===== config.mk =====
export PLATFORM = sky130hd
export DESIGN_NAME = pc_fetch_sequencer
export DESIGN_NICKNAME = d
export VERILOG_FILES = /design/src/rtl/fetch_pkg.sv /design/src/rtl/fetch_buffer.sv /design/src/rtl/pc_fetch_sequencer.sv
export SDC_FILE = /design/constraint.sdc
export NUM_CORES = 1
export LEC_CHECK = 0
export ABC_AREA = 1
export CORE_MARGIN = 5
export CORE_UTILIZATION = 50
export DETAILED_ROUTE_END_ITERATION = 8
export GPL_ROUTABILITY_DRIVEN = 0
export PLACE_DENSITY = 0.86
export SLEW_MARGIN = 20
export SYNTH_ARGS = -nofsm -noshare
export SYNTH_HDL_FRONTEND = slang
export SYNTH_SLANG_ARGS = --single-unit
export TNS_END_PERCENT = 5

===== constraint.sdc =====
create_clock -name clk -period 5.8 [get_ports clk]
set_clock_uncertainty 0.1 [all_clocks]
set_input_delay 1.16 -clock clk [delete_from_list [all_inputs] [get_ports clk]]
set_output_delay 1.16 -clock clk [all_outputs]
set_load 0.01 [all_outputs]

===== src/rtl/fetch_pkg.sv =====
// -----------------------------------------------------------------------------
// fetch_pkg
// Shared definitions for the instruction-fetch sequencer: FSM state encoding,
// instruction size, default widths and reset PC, plus a small alignment helper.
// -----------------------------------------------------------------------------
package fetch_pkg;

   localparam int unsigned XLEN_DEFAULT     = 32;
   localparam int unsigned INSN_BYTES       = 4;
   localparam int unsigned ALIGN_BITS       = 2;
   localparam logic [31:0] RESET_PC_DEFAULT = 32'h0000_0000;

   // Fetch FSM state encoding
   typedef enum logic [2:0] {
      ST_IDLE  = 3'd0,
      ST_REQ   = 3'd1,
      ST_WAIT  = 3'd2,
      ST_HOLD  = 3'd3,
      ST_DRAIN = 3'd4
   } fetch_state_t;

   // True when the low address bits would not land on an instruction boundary
   function automatic logic is_misaligned(input logic [ALIGN_BITS-1:0] low_bits);
      return (low_bits != ALIGN_BITS'(0));
   endfunction

endpackage : fetch_pkg


===== src/rtl/fetch_buffer.sv =====
// -----------------------------------------------------------------------------
// fetch_buffer
// One-entry instruction/pc holding register presented to decode with a
// valid/ready handshake. Load has priority over clear; the owner decides when
// an entry is dropped (consumed or redirected away).
//
// Ports:
//   clk, reset   clock, asynchronous active-high reset
//   i_load       capture i_data/i_pc and raise o_valid
//   i_clear      drop the held entry (o_valid <= 0)
//   i_data       instruction word to capture
//   i_pc         address of i_data
//   i_ready      decode ready
//   o_valid      entry valid to decode
//   o_data       held instruction word
//   o_pc         held instruction address
//   o_fire_c     combinational handshake (o_valid & i_ready)
// -----------------------------------------------------------------------------
module fetch_buffer
   import fetch_pkg::*;
#(
   parameter int unsigned XLEN = XLEN_DEFAULT
)(
   input  logic            clk,
   input  logic            reset,
   input  logic            i_load,
   input  logic            i_clear,
   input  logic [XLEN-1:0] i_data,
   input  logic [XLEN-1:0] i_pc,
   input  logic            i_ready,
   output logic            o_valid,
   output logic [XLEN-1:0] o_data,
   output logic [XLEN-1:0] o_pc,
   output logic            o_fire_c
);

   logic            r_valid;
   logic [XLEN-1:0] r_data;
   logic [XLEN-1:0] r_pc;

   // Holding register; data/pc stay stable until the next load
   always_ff @(posedge clk or posedge reset) begin
      if (reset) begin
         r_valid <= 1'b0;
         r_data  <= '0;
         r_pc    <= '0;
      end else if (i_load) begin
         r_valid <= 1'b1;
         r_data  <= i_data;
         r_pc    <= i_pc;
      end else if (i_clear) begin
         r_valid <= 1'b0;
      end
   end

   assign o_valid  = r_valid;
   assign o_data   = r_data;
   assign o_pc     = r_pc;
   assign o_fire_c = r_valid & i_ready;

endmodule : fetch_buffer


===== src/rtl/pc_fetch_sequencer.sv =====
// -----------------------------------------------------------------------------
// pc_fetch_sequencer
// Sequences the program counter through instruction fetch: issues one fetch
// at a time to instruction memory, buffers the returned word for decode and
// applies redirects, draining any stale in-flight fetch.
//
// Ports:
//   clk, reset        clock, asynchronous active-high reset
//   imem_req_valid    fetch request valid
//   imem_req_ready    memory accepts request this cycle
//   imem_req_addr     fetch address (current pc)
//   imem_rsp_valid    response word valid (one per accepted request)
//   imem_rsp_data     instruction word
//   ins_valid         buffered instruction valid to decode
//   ins_ready         decode consumes instruction
//   ins_data          instruction word
//   ins_pc            address of ins_data
//   redirect_valid    redirect request (taken branch / jal / jalr)
//   redirect_target   new pc
//   misaligned        one-cycle pulse after a redirect with target[1:0] != 0
// -----------------------------------------------------------------------------
module pc_fetch_sequencer
   import fetch_pkg::*;
#(
   parameter int unsigned     XLEN     = XLEN_DEFAULT,
   parameter logic [XLEN-1:0] RESET_PC = XLEN'(RESET_PC_DEFAULT)
)(
   input  logic            clk,
   input  logic            reset,
   output logic            imem_req_valid,
   input  logic            imem_req_ready,
   output logic [XLEN-1:0] imem_req_addr,
   input  logic            imem_rsp_valid,
   input  logic [XLEN-1:0] imem_rsp_data,
   output logic            ins_valid,
   input  logic            ins_ready,
   output logic [XLEN-1:0] ins_data,
   output logic [XLEN-1:0] ins_pc,
   input  logic            redirect_valid,
   input  logic [XLEN-1:0] redirect_target,
   output logic            misaligned
);

   fetch_state_t    r_state;
   logic [XLEN-1:0] r_pc;
   logic            r_req_valid;
   logic            r_misaligned;

   logic            w_accept;
   logic            w_rsp_load;
   logic            w_buf_clear;
   logic            w_fire;
   logic [XLEN-1:0] w_target_aligned;
   logic [XLEN-1:0] w_pc_seq;

   // r_req_valid is high exactly while in REQ, so accept needs no state decode
   assign w_accept         = r_req_valid & imem_req_ready;
   assign w_target_aligned = {redirect_target[XLEN-1:ALIGN_BITS], ALIGN_BITS'(0)};
   assign w_pc_seq         = r_pc + XLEN'(INSN_BYTES);

   // A response coinciding with a redirect is stale and never reaches decode
   assign w_rsp_load  = (r_state == ST_WAIT) & imem_rsp_valid & ~redirect_valid;
   // Held entry is dropped when consumed or when a redirect overrides it
   assign w_buf_clear = (r_state == ST_HOLD) & (redirect_valid | w_fire);

   // Fetch FSM, pc register and registered request/misaligned outputs
   always_ff @(posedge clk or posedge reset) begin
      if (reset) begin
         r_state      <= ST_IDLE;
         r_pc         <= RESET_PC;
         r_req_valid  <= 1'b0;
         r_misaligned <= 1'b0;
      end else begin
         r_misaligned <= 1'b0;
         if (redirect_valid && (r_state != ST_IDLE)) begin
            r_misaligned <= is_misaligned(redirect_target[ALIGN_BITS-1:0]);
         end

         case (r_state)
            // One dead cycle after reset release
            ST_IDLE: begin
               r_state     <= ST_REQ;
               r_req_valid <= 1'b1;
            end

            // Address may move with redirects until the memory accepts
            ST_REQ: begin
               if (redirect_valid) begin
                  r_pc <= w_target_aligned;
               end
               if (w_accept) begin
                  r_req_valid <= 1'b0;
                  r_state     <= redirect_valid ? ST_DRAIN : ST_WAIT;
               end
            end

            ST_WAIT: begin
               if (redirect_valid) begin
                  r_pc <= w_target_aligned;
                  if (imem_rsp_valid) begin
                     r_state     <= ST_REQ;
                     r_req_valid <= 1'b1;
                  end else begin
                     r_state <= ST_DRAIN;
                  end
               end else if (imem_rsp_valid) begin
                  r_state <= ST_HOLD;
               end
            end

            // Redirect wins over sequential advance
            ST_HOLD: begin
               if (redirect_valid) begin
                  r_pc        <= w_target_aligned;
                  r_state     <= ST_REQ;
                  r_req_valid <= 1'b1;
               end else if (w_fire) begin
                  r_pc        <= w_pc_seq;
                  r_state     <= ST_REQ;
                  r_req_valid <= 1'b1;
               end
            end

            // Wait out the stale response; keep the latest redirect target
            ST_DRAIN: begin
               if (redirect_valid) begin
                  r_pc <= w_target_aligned;
               end
               if (imem_rsp_valid) begin
                  r_state     <= ST_REQ;
                  r_req_valid <= 1'b1;
               end
            end

            default: begin
               r_state     <= ST_IDLE;
               r_req_valid <= 1'b0;
            end
         endcase
      end
   end

   fetch_buffer #(
      .XLEN (XLEN)
   ) u_fetch_buffer (
      .clk      (clk),
      .reset    (reset),
      .i_load   (w_rsp_load),
      .i_clear  (w_buf_clear),
      .i_data   (imem_rsp_data),
      .i_pc     (r_pc),
      .i_ready  (ins_ready),
      .o_valid  (ins_valid),
      .o_data   (ins_data),
      .o_pc     (ins_pc),
      .o_fire_c (w_fire)
   );

   assign imem_req_valid = r_req_valid;
   assign imem_req_addr  = r_pc;
   assign misaligned     = r_misaligned;

endmodule : pc_fetch_sequencer


# ---- Yosys cells after proc, flatten, opt, wreduce, memory -nomap -nowiden
# Cells that the tools add are included.
# W data, S select, Z words.
dict set report op_classes {
  n_eq_ne 10
  mux 22
  n_reduce_logical 10
  add_sub_neg 1
  n_bitwise 7
}
# operator n
set ops {}
lappend ops {{$mux W32} 3}
lappend ops {{$pmux W32 S2} 1}
lappend ops {{$add A32 B3 Y32 const B} 1}
lappend ops {{$mux W3} 8}
lappend ops {{$pmux W3 S5} 1}
lappend ops {{$mux W1} 8}
lappend ops {{$eq A3 B2 Y1 const B} 2}
lappend ops {{$ne A2 B2 Y1 const B} 3}
lappend ops {{$ne A3 B3 Y1 const B} 2}
lappend ops {{$reduce_and A3 Y1} 2}
lappend ops {{$reduce_bool A2 Y1} 3}
lappend ops {{$and A1 B1 Y1} 5}
lappend ops {{$pmux W1 S5} 1}
lappend ops {{$reduce_and A4 Y1} 1}
lappend ops {{$eq A3 B1 Y1 const B} 1}
lappend ops {{$eq A3 B3 Y1 const B} 1}
lappend ops {{$logic_not A3 Y1} 1}
lappend ops {{$reduce_bool A3 Y1} 1}
lappend ops {{$reduce_or A3 Y1} 1}
lappend ops {{$ne A2 B1 Y1 const B} 1}
lappend ops {{$logic_and A1 B1 Y1} 1}
lappend ops {{$not A1 Y1} 1}
lappend ops {{$or A1 B1 Y1} 1}
dict set report word_totals {
  register_bits 102
  output_inout_bits 99
  elab_cells 57
  inputBits 70
}

# ---- Longest topological paths before layout
dict set report depth {
  word_depth 5
  depth_mapped 11
  depth_no_buf 11
}

# ---- Modules after synthesis
# Synthesis repeated with hierarchy kept, for this count alone.
dict set report unflattened {
  cells_unflattened 744
  area_unflattened_um2 5257.5
}
# mod n_inst area_per_inst_um2 cells_each
set modules_own_cells {}
lappend modules_own_cells {pc_fetch_sequencer 1 2728.9 466}
lappend modules_own_cells {fetch_buffer 1 2528.7 278}

# ---- Least setup slack after synthesis
# Ideal clock, no wire load.
dict set report synth_timing {
  path_type {input port to flip-flop}
  start {in redirect_valid}
  end {reg r_pc[4], in the netlist imem_req_addr[4]}
  path_slack_ns 3.638
  cell_stages 7
  arrival_time_ns 1.938
  path_cell_list {inv_1 -> nand2_2 -> nor2_4 -> buf_2 -> o21ai_0 -> o211ai_1 -> nand2_1}
}
dict set report synth_via {
  elab_chain_len 2
  elab_cells_between_ends 5
  cone_classes {2 x eq/ne; 2 x mux; 1 x reduce/logical}
}
# item line
set synth_rtl {}
lappend synth_rtl {{start: declaration} pc_fetch_sequencer.sv:39} ;# input logic redirect_valid,
lappend synth_rtl {{$ne A3 B3 Y1 (no line) (tied with other cells)} --}
lappend synth_rtl {{$reduce_and A3 Y1 (no line) / $pmux W32 S2 (equally long branches)} --}
lappend synth_rtl {{end signal: assignment} pc_fetch_sequencer.sv:89} ;# r_pc <= w_target_aligned;
lappend synth_rtl {{end signal: assignment} pc_fetch_sequencer.sv:99} ;# r_pc <= w_target_aligned;
lappend synth_rtl {{end signal: assignment} pc_fetch_sequencer.sv:114} ;# r_pc <= w_target_aligned;
lappend synth_rtl {{end: declaration} pc_fetch_sequencer.sv:45} ;# logic [XLEN-1:0] r_pc;
# Several ways; a longest one is shown, not always the timed one.
# A chain may end at the register's enable or synchronous reset.

# ---- Final worst setup path
dict set report layout_timing {
  start {in redirect_valid}
  end {reg u_fetch_buffer.r_data[28], in the netlist u_fetch_buffer.o_data[28]}
}
dict set report layout_via {
  elab_chain_len 2
}
# item line
set layout_rtl {}
lappend layout_rtl {{$not A1 Y1} pc_fetch_sequencer.sv:62} ;# assign w_rsp_load = (r_state == ST_WAIT) & imem_rsp_valid & ~redirect_valid;
lappend layout_rtl {{$and A1 B1 Y1} pc_fetch_sequencer.sv:62}
lappend layout_rtl {{end signal: assignment} fetch_buffer.sv:49} ;# r_data <= i_data;
lappend layout_rtl {{end: declaration} fetch_buffer.sv:38} ;# logic [XLEN-1:0] r_data;
# Every way passes these cells.

==> metrics.txt <==
status completed; FF+latch count, synth 98; Clk Latency, worst-skew pair 0.37 ns; R2R Setup Slk 3.07 ns; max-slew violation count 0; via count 4784; post-CTS setup buffers 0; Initial Util about half; RR Startpoint r_state[2]; Relative slew margins a little over a third; vias in the first global route 4674; Fillers 849; syn avg cell area 8.22 sq um; Multi-input gate area 0.00238 sq mm; final setup margin 2.52 ns; hold depth 2; Core Area 0.0102 sq mm; register area 0.00245 sq mm; CP Max Fanout 76; Root Driver clkbuf_8; Post-DP HPWL 10600 um; Synth Area in XOR/XNOR less than 1%; fmax about 300 MHz; CP required ~6.0 ns; Pre-antenna DRT Iters 5; hold endpoint u_fetch_buffer.o_pc[9]; Synth area leader dfrtp_1; PD cells approximately 510 mW/mm^2; Clock Tree Buf Depth 2; clk sinks 98; DP Cell Count 910; worst hold start u_fetch_buffer.o_pc[9]; share of cells above drive strength 1 about 8.6%; Startpoint Class input pin; period utilisation layout 56.6%; area share of and/or/nand/nor cells after synthesis 29.3%; Synth top area share 47.4%; Synth Cell Area approximately 0.0052 sq mm; P_leak 3.32 nW; vias per cell 5.17; initial antenna violation count 0; port bufs 164; chip height 112 um; Adder-Cell Fraction of Synth Area 0.242%; GRT Total Usage a little under a quarter; Final Setup Violations 0; Final Hold Vio Count 0; first-pass GRT wire length 23800 um; fin nets 856; Worst setup EP type flip-flop; Yosys cell types 29; commonest non-fill, non-tap cell in the layout nand2_1; Num CTS Buffers 9; Row Count 37; Setup Crit Path Kind in -> reg; worst r2r path cells 6; # hold bufs at CTS 0; DP Worst Slack 2.12 ns; Die W 112 um; arrival time worst endpoint 3.44 ns; Syn Inst Count 629; CTS tree built; total power ~3.6 mW; GRT Residual Overflow 0; routed len/inst 15.5 um; post-synthesis mux area share 10.5%; Max-cap violations 0; post-route minimum period 3.28 ns; Synth Area in Compound Gates around 5.4%; clk slew on worst S/H paths 0.10 ns; class of the worst hold path reg -> reg; largest family of logic cells by synthesized area simple AND/OR/NAND/NOR gates; Non-Filler Instances 926; pin count of the biggest net entering global routing 77; Area Overhead vs Synth 36.0%; IO Count 169; Yosys warnings 0; final WL 14300 um; post_cts resized 0; most frequent cells in the layout 218 x nand2_1, 164 x clkdlybuf4s50_1, 98 x dfrtp_1; VDD IR-drop max 0.230 mV; First DRT Iteration DRCs 395; sequential fraction of the synthesis area roughly 47%; setup TNS 0 ns; Diodes inserted 0; post-route core utilization 69.1%; synth top area cells dfrtp_1 47%, nand2_1 16%, mux2_4 10%; RR Endpoint u_fetch_buffer.o_data[28]; Worst-Margin Slew about 1 ns; H-tree depth 3; # DRC 0; die area 0.0125 sq mm; post-route ant nets 0; RSZ-0062 raised after global routing false
[synthesized netlist by cell type]
library cell	n
nor2_1	91
buf_4	5
nor2_4	1
buf_6	9
xor2_1	2
o21ai_2	1
mux2_4	36
buf_2	7
conb_1	1
clkbuf_1	4
nand2_2	2
nand3_4	1
a21oi_1	1
nand3b_1	1
inv_1	41
o21ai_1	1
nor3_1	2
nand2_1	218
a211oi_1	1
nand4_1	3
ha_1	1
o211ai_1	7
nand3_1	45
dfrtp_1	98
o22ai_1	2
inv_2	2
and2_1	3
nor2_2	5
o21ai_0	38
[how the worst max path moves through the flow]
stage               slack (ns)                        end  cells past startpoint            from
floorplan                 1.98          imem_req_addr[10]                      1           reset
global placement          2.19  u_fetch_buffer.o_data[22]                      5  redirect_valid
detailed placement        2.12  u_fetch_buffer.o_data[19]                      5  redirect_valid
CTS                       2.51  u_fetch_buffer.o_data[19]                      5  redirect_valid
global route              2.34  u_fetch_buffer.o_data[28]                      5  redirect_valid
finish                    2.52  u_fetch_buffer.o_data[28]                      5  redirect_valid
[layout make-up]
cell class	instances	area share, %
repair buffers	167	23.7
clock inverters	7	1.12
well taps	136	2.42
multi-input cells	466	33.8
inverters	43	2.33
clock buffers	9	1.76
flip-flops and latches	98	34.9
[state kept, by name (all words and copies together), names as in the netlist]
| signal | cells |
|---|---|
| imem_req_valid | 1 |
| u_fetch_buffer.o_valid | 1 |
| u_fetch_buffer.o_pc | 30 |
| r_state | 3 |
| u_fetch_buffer.o_data | 32 |
| misaligned | 1 |
| imem_req_addr | 30 |
[per-layer routing]
layer,vias to the layer above,part of all wire (%),track usage [%]
met3,30,5.5,3.32
met4,0,3.2,10.1
li1,2310,-,-
met5,-,0,0
met1,2257,43,31.3
met2,187,48,38.0
[kinds of logic after synthesis]
kind of cell,Yosys count
compound gates,51
buf+inv,68
mux,36
flops,98
other cells,1
fa+ha+maj,1
xor+xnor,2
simple gates,372
[report_power, final]
| part | internal, mW | switching [mW] | total, mW |
|---|---|---|---|
| Combinational | 0.943 | 0.886 | 1.83 |
| Clock | 0.203 | 0.255 | 0.459 |
| Sequential | 0.996 | 0.311 | 1.31 |
[critical path, stage by stage]
cell and delay (ns):
clkdlybuf4s50_1 0.46, inv_1 0.21, nand3_4 0.71, buf_4 0.53, mux2_4 0.32
[per-stage QoR]
stage                     hold slack [ns]  instance area, sq um
after floorplan                     0.400                  5180
after global placement              0.366                  6830
after detailed placement            0.373                  6830
after CTS                           0.397                  7030
after global routing                0.424                  7030
final                               0.395                  7030
No activity file was read; power rests on OpenSTA's default activity.
